$ cat src/rtl/booth_pkg.sv
// rtl/booth_pkg.sv - shared types and radix-4 Booth recoding for the sequential multiplier
package booth_pkg;

  typedef struct packed {
    logic zero;
    logic neg;
    logic two;
  } boothDigit_t;

  typedef enum logic [1:0] {
    IDLE,
    BUSY,
    DONE
  } state_t;

  function automatic boothDigit_t boothRecode(input logic [2:0] trip);
    boothDigit_t d;
    d = '{zero: 1'b0, neg: 1'b0, two: 1'b0};
    case (trip)
      3'b000, 3'b111: d.zero = 1'b1;
      3'b011:         d.two  = 1'b1;
      3'b100: begin
        d.neg = 1'b1;
        d.two = 1'b1;
      end
      3'b101, 3'b110: d.neg = 1'b1;
      default: ;
    endcase
    return d;
  endfunction

endpackage

$ cat src/rtl/booth_r4_pp_gen.sv
// rtl/booth_r4_pp_gen.sv - one's-complement partial product and carry-in for one Booth digit
module booth_r4_pp_gen
  import booth_pkg::*;
#(
  parameter int WIDTH = 16
) (
  input  logic [WIDTH:0]   i_a_ext,
  input  boothDigit_t      i_digit,
  output logic [WIDTH+2:0] o_pp,
  output logic             o_neg
);

  logic [WIDTH+2:0] w_mag;

  always_comb begin
    w_mag = '0;
    if (i_digit.zero)
      w_mag = '0;
    else if (i_digit.two)
      w_mag = {i_a_ext[WIDTH], i_a_ext, 1'b0};
    else
      w_mag = {{2{i_a_ext[WIDTH]}}, i_a_ext};
    // Negation completes in the accumulator adder via o_neg as the +1.
    o_pp  = i_digit.neg ? ~w_mag : w_mag;
    o_neg = i_digit.neg & ~i_digit.zero;
  end

endmodule

$ cat src/rtl/booth_r4_seq_mult.sv
// rtl/booth_r4_seq_mult.sv - iterative radix-4 Booth multiplier, one digit per cycle
module booth_r4_seq_mult
  import booth_pkg::*;
#(
  parameter int WIDTH = 16
) (
  input  logic               clk,
  input  logic               rstN,
  input  logic               inValid,
  output logic               inReady,
  input  logic               signedFlag,
  input  logic [WIDTH-1:0]   a,
  input  logic [WIDTH-1:0]   b,
  output logic               outValid,
  input  logic               outReady,
  output logic [2*WIDTH-1:0] product
);

  localparam int NDIG = WIDTH / 2 + 1;
  localparam int CW   = $clog2(NDIG);

  state_t             r_state;
  state_t             w_next;
  logic [WIDTH:0]     r_a_ext;
  logic [WIDTH+2:0]   r_b_ext;
  logic [CW-1:0]      r_cnt;
  logic [2*WIDTH-1:0] r_acc;

  logic [WIDTH+2:0]   w_b_shift;
  boothDigit_t        w_digit;
  logic [WIDTH+2:0]   w_pp;
  logic               w_neg;
  logic [2*WIDTH-1:0] w_pp_ext;
  logic [2*WIDTH-1:0] w_neg_ext;
  logic [2*WIDTH-1:0] w_sum;
  logic               w_last;

  // r_b_ext carries the implicit zero below bit 0, so digit i sits at [2i+2:2i].
  assign w_b_shift = r_b_ext >> {r_cnt, 1'b0};
  assign w_digit   = boothRecode(w_b_shift[2:0]);
  assign w_last    = (r_cnt == CW'(NDIG - 1));

  booth_r4_pp_gen #(.WIDTH(WIDTH)) u_pp_gen (
    .i_a_ext (r_a_ext),
    .i_digit (w_digit),
    .o_pp    (w_pp),
    .o_neg   (w_neg)
  );

  assign w_pp_ext  = {{(WIDTH - 3){w_pp[WIDTH+2]}}, w_pp};
  assign w_neg_ext = {{(2*WIDTH - 1){1'b0}}, w_neg};
  assign w_sum     = r_acc + (w_pp_ext << {r_cnt, 1'b0}) + (w_neg_ext << {r_cnt, 1'b0});

  always_ff @(posedge clk) begin
    if (!rstN) r_state <= IDLE;
    else       r_state <= w_next;
  end

  always_comb begin
    w_next   = r_state;
    inReady  = 1'b0;
    outValid = 1'b0;
    case (r_state)
      IDLE: begin
        inReady = 1'b1;
        if (inValid) w_next = BUSY;
      end
      BUSY: if (w_last) w_next = DONE;
      DONE: begin
        outValid = 1'b1;
        if (outReady) w_next = IDLE;
      end
      default: w_next = IDLE;
    endcase
  end

  always_ff @(posedge clk) begin
    if (!rstN) begin
      r_a_ext <= '0;
      r_b_ext <= '0;
      r_cnt   <= '0;
      r_acc   <= '0;
    end else begin
      case (r_state)
        IDLE: if (inValid) begin
          r_a_ext <= {signedFlag & a[WIDTH-1], a};
          r_b_ext <= {{2{signedFlag & b[WIDTH-1]}}, b, 1'b0};
          r_cnt   <= '0;
          r_acc   <= '0;
        end
        BUSY: begin
          r_acc <= w_sum;
          r_cnt <= w_last ? '0 : r_cnt + 1'b1;
        end
        default: ;
      endcase
    end
  end

  assign product = r_acc;

endmodule

$ cat config.mk
export PLATFORM = sky130hd
export DESIGN_NAME = booth_r4_seq_mult
export DESIGN_NICKNAME = d
export VERILOG_FILES = /design/src/rtl/booth_pkg.sv /design/src/rtl/booth_r4_pp_gen.sv /design/src/rtl/booth_r4_seq_mult.sv
export SDC_FILE = /design/constraint.sdc
export NUM_CORES = 1
export LEC_CHECK = 0
export CAP_MARGIN = 0
export CORE_MARGIN = 2
export CORE_UTILIZATION = 32
export CTS_CLUSTER_DIAMETER = 80
export CTS_CLUSTER_SIZE = 30
export DETAILED_ROUTE_END_ITERATION = 16
export PLACE_DENSITY = 0.6
export SLEW_MARGIN = 20
export SYNTH_ARGS = -nofsm -noshare
export SYNTH_HDL_FRONTEND = slang
export SYNTH_SLANG_ARGS = --single-unit
$ cat constraint.sdc
create_clock -name clk -period 7.01 [get_ports clk]
set_input_delay 0.701 -clock clk [delete_from_list [all_inputs] [get_ports clk]]
set_output_delay 0.701 -clock clk [all_outputs]
set_load 0.05 [all_outputs]
Word level (Yosys, flattened, before mapping)
Cells that the tools add are included.

storage, ports and cells
  flip-flop bits (word level) = 72
  input bits = 37
  output and inout bits = 34

cells by class
  add/sub/neg operators = 3
  equality and inequality tests = 11
  shift operators = 3
  mux-type cells = 17
  bitwise operators = 5
  reduce and logical (&&, ||, !) cells = 9

operators with widths
  operator                                                               number
  32-bit adder                                                           2
  32-bit one-hot mux with 2 select lines                                 1
  19-bit 2-to-1 mux                                                      2
  32-bit 2-to-1 mux                                                      1
  1-bit by 5-bit << shifter with 32-bit output                           1
  32-bit by 5-bit << shifter with 32-bit output                          1
  19-bit inverter                                                        1
  19-bit by 5-bit right shift with 3-bit output                          1
  17-bit 2-to-1 mux                                                      1
  3-bit equality test, second input constant                             4
  4-bit 2-to-1 mux                                                       2
  4-bit one-hot mux with 2 select lines                                  1
  2-bit 2-to-1 mux                                                       3
  2-bit inequality test, second input constant                           3
  2-bit one-hot mux with 3 select lines                                  1
  1-bit 2-to-1 mux                                                       5
  4-bit by 1-bit adder with 4-bit output, second input constant          1
  4-bit equality test, second input constant                             1
  2-bit AND reduction                                                    2
  2-bit OR reduction                                                     2
  1-bit AND                                                              3
  3-bit by 2-bit equality test with 1-bit output, second input constant  1
  3-bit zero test                                                        1
  3-bit AND reduction                                                    1
  6 further kinds                                                        6

Depth between registers and ports, before layout
  depth in word-level cells = 12
  mapped depth = 31
  mapped depth without buffers = 27

Cells and area by module
A second synthesis with hierarchy kept.

unflattened totals
  cell total of the unflattened synthesis = 879
  area total of the unflattened synthesis = 6,691.4 um2

by module, submodules not included
  module             instances  cells each  area an instance (um2)  sequential area each (um2)
  booth_r4_seq_mult  1          818         6,231.0                 1,441.4
  booth_r4_pp_gen    1          61          460.4                   0.0

Least setup slack after synthesis
No wires, ideal clock.

  kind = register -> register
  start = register r_cnt[1]
  end = register r_acc[20] (netlist: product[20])
  arrival = 5.877 ns
  slack = 1.016 ns
  cell stages (with the launch flop) = 28
  buffers on the path = 2
  period minus slack after synthesis = 5.994 ns
  cell sequence = dfxtp_1 buf_4 and2b_1 a22oi_1 nand3b_1 or3b_1 nand2_4 buf_6 o21ai_0 o31ai_1 nor2_1 a211oi_1 nand2_1 fa_1 inv_1 ha_1 a21o_1 a21oi_1 o21bai_1 a2111o_1 a221oi_1 o221a_2 nor2_1 a21o_1 a211oi_1 a21oi_1 xor2_1 a32o_1

between the ends
  cells in the longest elaborated chain, start to end = 12
  elaborated cells on any way between the ends = 24
  classes of those cells = add/sub (2); eq/ne (5); shift (3); mux (7); bitwise (3); reduce/logical (4)

RTL lines
  element                                                                                line                     text
  start, declared                                                                        booth_r4_seq_mult.sv:26  logic [CW-1:0] r_cnt;
  start signal, assigned                                                                 booth_r4_seq_mult.sv:93  r_cnt <= w_last ? '0 : r_cnt + 1'b1;
  19-bit by 5-bit right shift with 3-bit output                                          booth_r4_seq_mult.sv:39  assign w_b_shift = r_b_ext >> {r_cnt, 1'b0};
  3-bit equality test or 3-bit by 2-bit equality test with 1-bit output (tied branches)  booth_pkg.sv:19          case (trip)
  2-bit OR reduction (no line)                                                           -
  1-bit 2-to-1 mux                                                                       booth_pkg.sv:19
  17-bit 2-to-1 mux                                                                      booth_r4_pp_gen.sv:19    else if (i_digit.two)
  19-bit 2-to-1 mux                                                                      booth_r4_pp_gen.sv:17    if (i_digit.zero)
  19-bit inverter                                                                        booth_r4_pp_gen.sv:24    o_pp = i_digit.neg ? ~w_mag : w_mag;
  19-bit 2-to-1 mux                                                                      booth_r4_pp_gen.sv:24
  32-bit by 5-bit << shifter with 32-bit output                                          booth_r4_seq_mult.sv:52  assign w_sum = r_acc + (w_pp_ext << {r_cnt, 1'b0}) + (w_neg_ext << {r_cnt, 1'b0});
  32-bit adder                                                                           booth_r4_seq_mult.sv:52
  32-bit adder (*)                                                                       booth_r4_seq_mult.sv:52
  32-bit one-hot mux with 2 select lines (*)                                             booth_r4_seq_mult.sv:84  case (r_state)
  end signal, assigned                                                                   booth_r4_seq_mult.sv:92  r_acc <= w_sum;
  end, declared                                                                          booth_r4_seq_mult.sv:27  logic [2*WIDTH-1:0] r_acc;

Mark *: on every way between the ends. The rest lies on a longest branch, timed or not.
A chain may end at the register's enable or synchronous reset.

Final worst setup path
  start = register r_cnt[1]
  end = register r_acc[30] (netlist: product[30])

The elaborated chain is that of the path after synthesis.

==> impl_metrics.json <==
{
  "finClkSkew_ns": 0.0103,
  "worst_pin_slew_ns": 0.720,
  "cp-start-kind": "flop",
  "synth_area_per_cell_um2": 7.78,
  "cp_slowest_cell": "fa_1",
  "max_slew_margin": 0.520,
  "setup_ws_ns": 0.456,
  "drt_iter0_markers": 488,
  "portBuffers": 70,
  "drtPass1Iterations": 5,
  "synth_edf_count": 0,
  "cp_cell_sequence": "mux2_1, a221oi_1, nor2_1, or3b_1, nand2_4, mux2i_1, mux2i_1, mux2i_1, o22ai_1, nand2_1, fa_1, inv_1, ha_1, inv_1, o21bai_1, a2111o_1, a221oi_2, o221a_2, o31ai_1, o221ai_1, o21ai_1, nor2_1, nor4b_1, o31a_1",
  "totalWireLength_um": 18700,
  "arrival_ns": 6.78,
  "grtUsageTotal": 0.173,
  "required_ns": 7.24,
  "end_kind": "flop",
  "io_pins": 71,
  "leakagePower_nw": 3.35,
  "crit_path_frequent_cell": "mux2i_1",
  "fin_nets": 999,
  "reg2reg_depth": 24,
  "overflow": 0,
  "hold_viol": 0,
  "route.detailed.drc": 0,
  "worstSetupPathDepth": 24,
  "cpPeakStageDelay_ns": 0.52,
  "cp_num_buf_inv": 2,
  "holdBufCountCts": 0,
  "yosysUniqueCellTypes": 76,
  "async_flop_share": 0,
  "cp_max_fo": 19,
  "grt_max_degree": 74,
  "cts_buffer_depth": 2,
  "hpwl_um": 13900,
  "max_clock_freq_mhz": 153,
  "initial_utilization": 0.326,
  "cts_max_level": 3,
  "antenna_found_initial": 0,
  "drtAntennaViolNets": 0,
  "ir_drop_mv": 0.252,
  "gp_congestion": 0.907,
  "cts-root-buf": "clkbuf_16",
  "cts_resized": 0,
  "post_cts_buffers": 0,
  "vias": 6127,
  "ys_seq_area_frac": 0.219,
  "setup_viol": 0,
  "ys_ff_latch": 72,
  "grt_pass1_vias": 5842,
  "place_ws_ns": 0.213,
  "grt_pass1_wl_um": 30500,
  "insertion_delay_ns": 0.35,
  "core-area_um2": 20200,
  "synth_top_area_frac": 0.219,
  "hold_slack_ns": 0.468,
  "setup_tns_ns": 0,
  "slew_viol_final": 0,
  "worstHoldPathCells": 2,
  "cts_sinks": 72,
  "dieWidth_um": 148,
  "synth_area_um2": 6600,
  "rsz0062_at_grt": "false",
  "period_needed_ns": 6.55,
  "rows": 52,
  "numCtsBuffers": 9,
  "insertedDiodeCount": 0,
  "wl_per_cell_um": 16.0,
  "die_area_um2": 21800,
  "powerDensity_nw_per_um2": 237,
  "clk_pin_slew_ns": 0.07,
  "min_path_type": "reg2reg",
  "crit_type": "reg2reg",
  "status": "finished clean",
  "yosysWarnings": 0,
  "synth.area.top_cells": "dfxtp_1, ha_1, mux2i_1",
  "n_fill_cell": 2061,
  "areaGrowthSynthToFinish_pct": 19.7,
  "yosysTopAreaCell": "dfxtp_1",
  "critPathTopFamily": "compound AO/OA/AOI/OAI gates",
  "layout-drive-gt1-share": 0.0764,
  "period_share": 0.935,
  "cts_tree": "built",
  "via_per_inst": 5.22,
  "ys.flop_type": "dfxtp_1",
  "die_y_um": 148,
  "maxCapViolations": 0,
  "synthCells": 848
}
-- registers in the layout (all words and copies together), names as in the netlist --
name     count
product     32
r_a_ext     17
r_b_ext     17
r_cnt        4
r_state      2
-- per-stage QoR --
step	util	total power [W]	instances	instance area, um2
2_1_floorplan	-	0.00113	854	6620
3_3_place_gp	0.373	0.00137	1157	7540
3_5_place_dp	0.373	0.00137	1157	7540
4_1_cts	0.388	0.00187	1173	7850
5_1_grt	0.390	0.00199	1173	7890
6_report	0.390	0.00187	1173	7890
-- final timing paths --
kind | endpoint | slack [ns] | start
min reg2reg | r_b_ext[15]$_SDFFE_PN0P_ | 0.47 | r_b_ext[15]$_SDFFE_PN0P_
max | product[30]$_SDFFE_PN0P_ | 0.46 | r_cnt[1]$_SDFFE_PN0P_
max reg2reg | product[30]$_SDFFE_PN0P_ | 0.46 | r_cnt[1]$_SDFFE_PN0P_
min | r_b_ext[15]$_SDFFE_PN0P_ | 0.47 | r_b_ext[15]$_SDFFE_PN0P_
-- logic make-up after synthesis --
logic type      count (synthesis)  share of synthesized area
simple gates                  308                      0.216
compound gates                223                      0.227
buf+inv                        89                     0.0554
flops                          72                      0.219
fa+ha+maj                      64                      0.141
mux                            64                      0.106
xor+xnor                       27                     0.0359
other cells                     1                   0.000568
-- routing by layer --
metal  GRT usage  up-vias  share of wire
li1            -     3099              -
met1       0.237     2860           0.47
met4      0.0428        0          0.015
met3      0.0284       21          0.050
met2       0.287      147           0.47
met5           0        -              0
-- worst register-to-register path, cell delays in order (launching register included) --
cell	delay [ns]
dfxtp_1	0.51
mux2_1	0.40
a221oi_1	0.28
nor2_1	0.10
or3b_1	0.41
nand2_4	0.28
mux2i_1	0.28
mux2i_1	0.26
mux2i_1	0.13
o22ai_1	0.35
nand2_1	0.14
fa_1	0.52
inv_1	0.05
ha_1	0.30
inv_1	0.09
o21bai_1	0.09
a2111o_1	0.42
a221oi_2	0.35
o221a_2	0.28
o31ai_1	0.12
o221ai_1	0.37
o21ai_1	0.16
nor2_1	0.15
nor4b_1	0.08
o31a_1	0.31
-- synthesized netlist by cell type, drive strengths merged (17+ instances only) --
cell type	instances
mux2i	54
inv	36
clkbuf	41
nand2	137
a21oi	41
nand3	45
nor2	52
o21ai	57
and2	25
ha	47
dfxtp	72
fa	17
a21boi	42
-- final cells by class --
| type | count | area [um2] | share of cell area |
|---|---|---|---|
| multi-input combinational | 693 | 4850 | 0.615 |
| sequential | 72 | 1440 | 0.183 |
| timing repair buffer | 86 | 816 | 0.103 |
| tap | 270 | 338 | 0.0428 |
| clock buffer | 11 | 253 | 0.0320 |
| inverter | 36 | 135 | 0.0171 |
| clock inverter | 5 | 55.1 | 0.00698 |
-- power by group --
part / switching, W / internal (W)
registers: 0.0000398 / 0.000447
logic: 0.000545 / 0.000348
clock network: 0.000194 / 0.000294
-- cells in the final DEF, fill, tap and decap left out, types with 8 or more instances in the layout --
cell type          n
o21ai_1           12
nor3_1             8
xor2_1            12
nor2_1            51
clkbuf_16          9
buf_4             16
o21ai_0           45
a21o_1            12
nand3_1           45
a21oi_1           41
and2_1            24
fa_1              17
ha_1              47
nand2b_1          10
inv_1             32
dfxtp_1           70
nand2_1          135
xnor2_1           15
a211oi_1          10
a21boi_0          42
mux2i_1           53
clkdlybuf4s50_1   69
No activity file was read; power rests on OpenSTA's default activity.
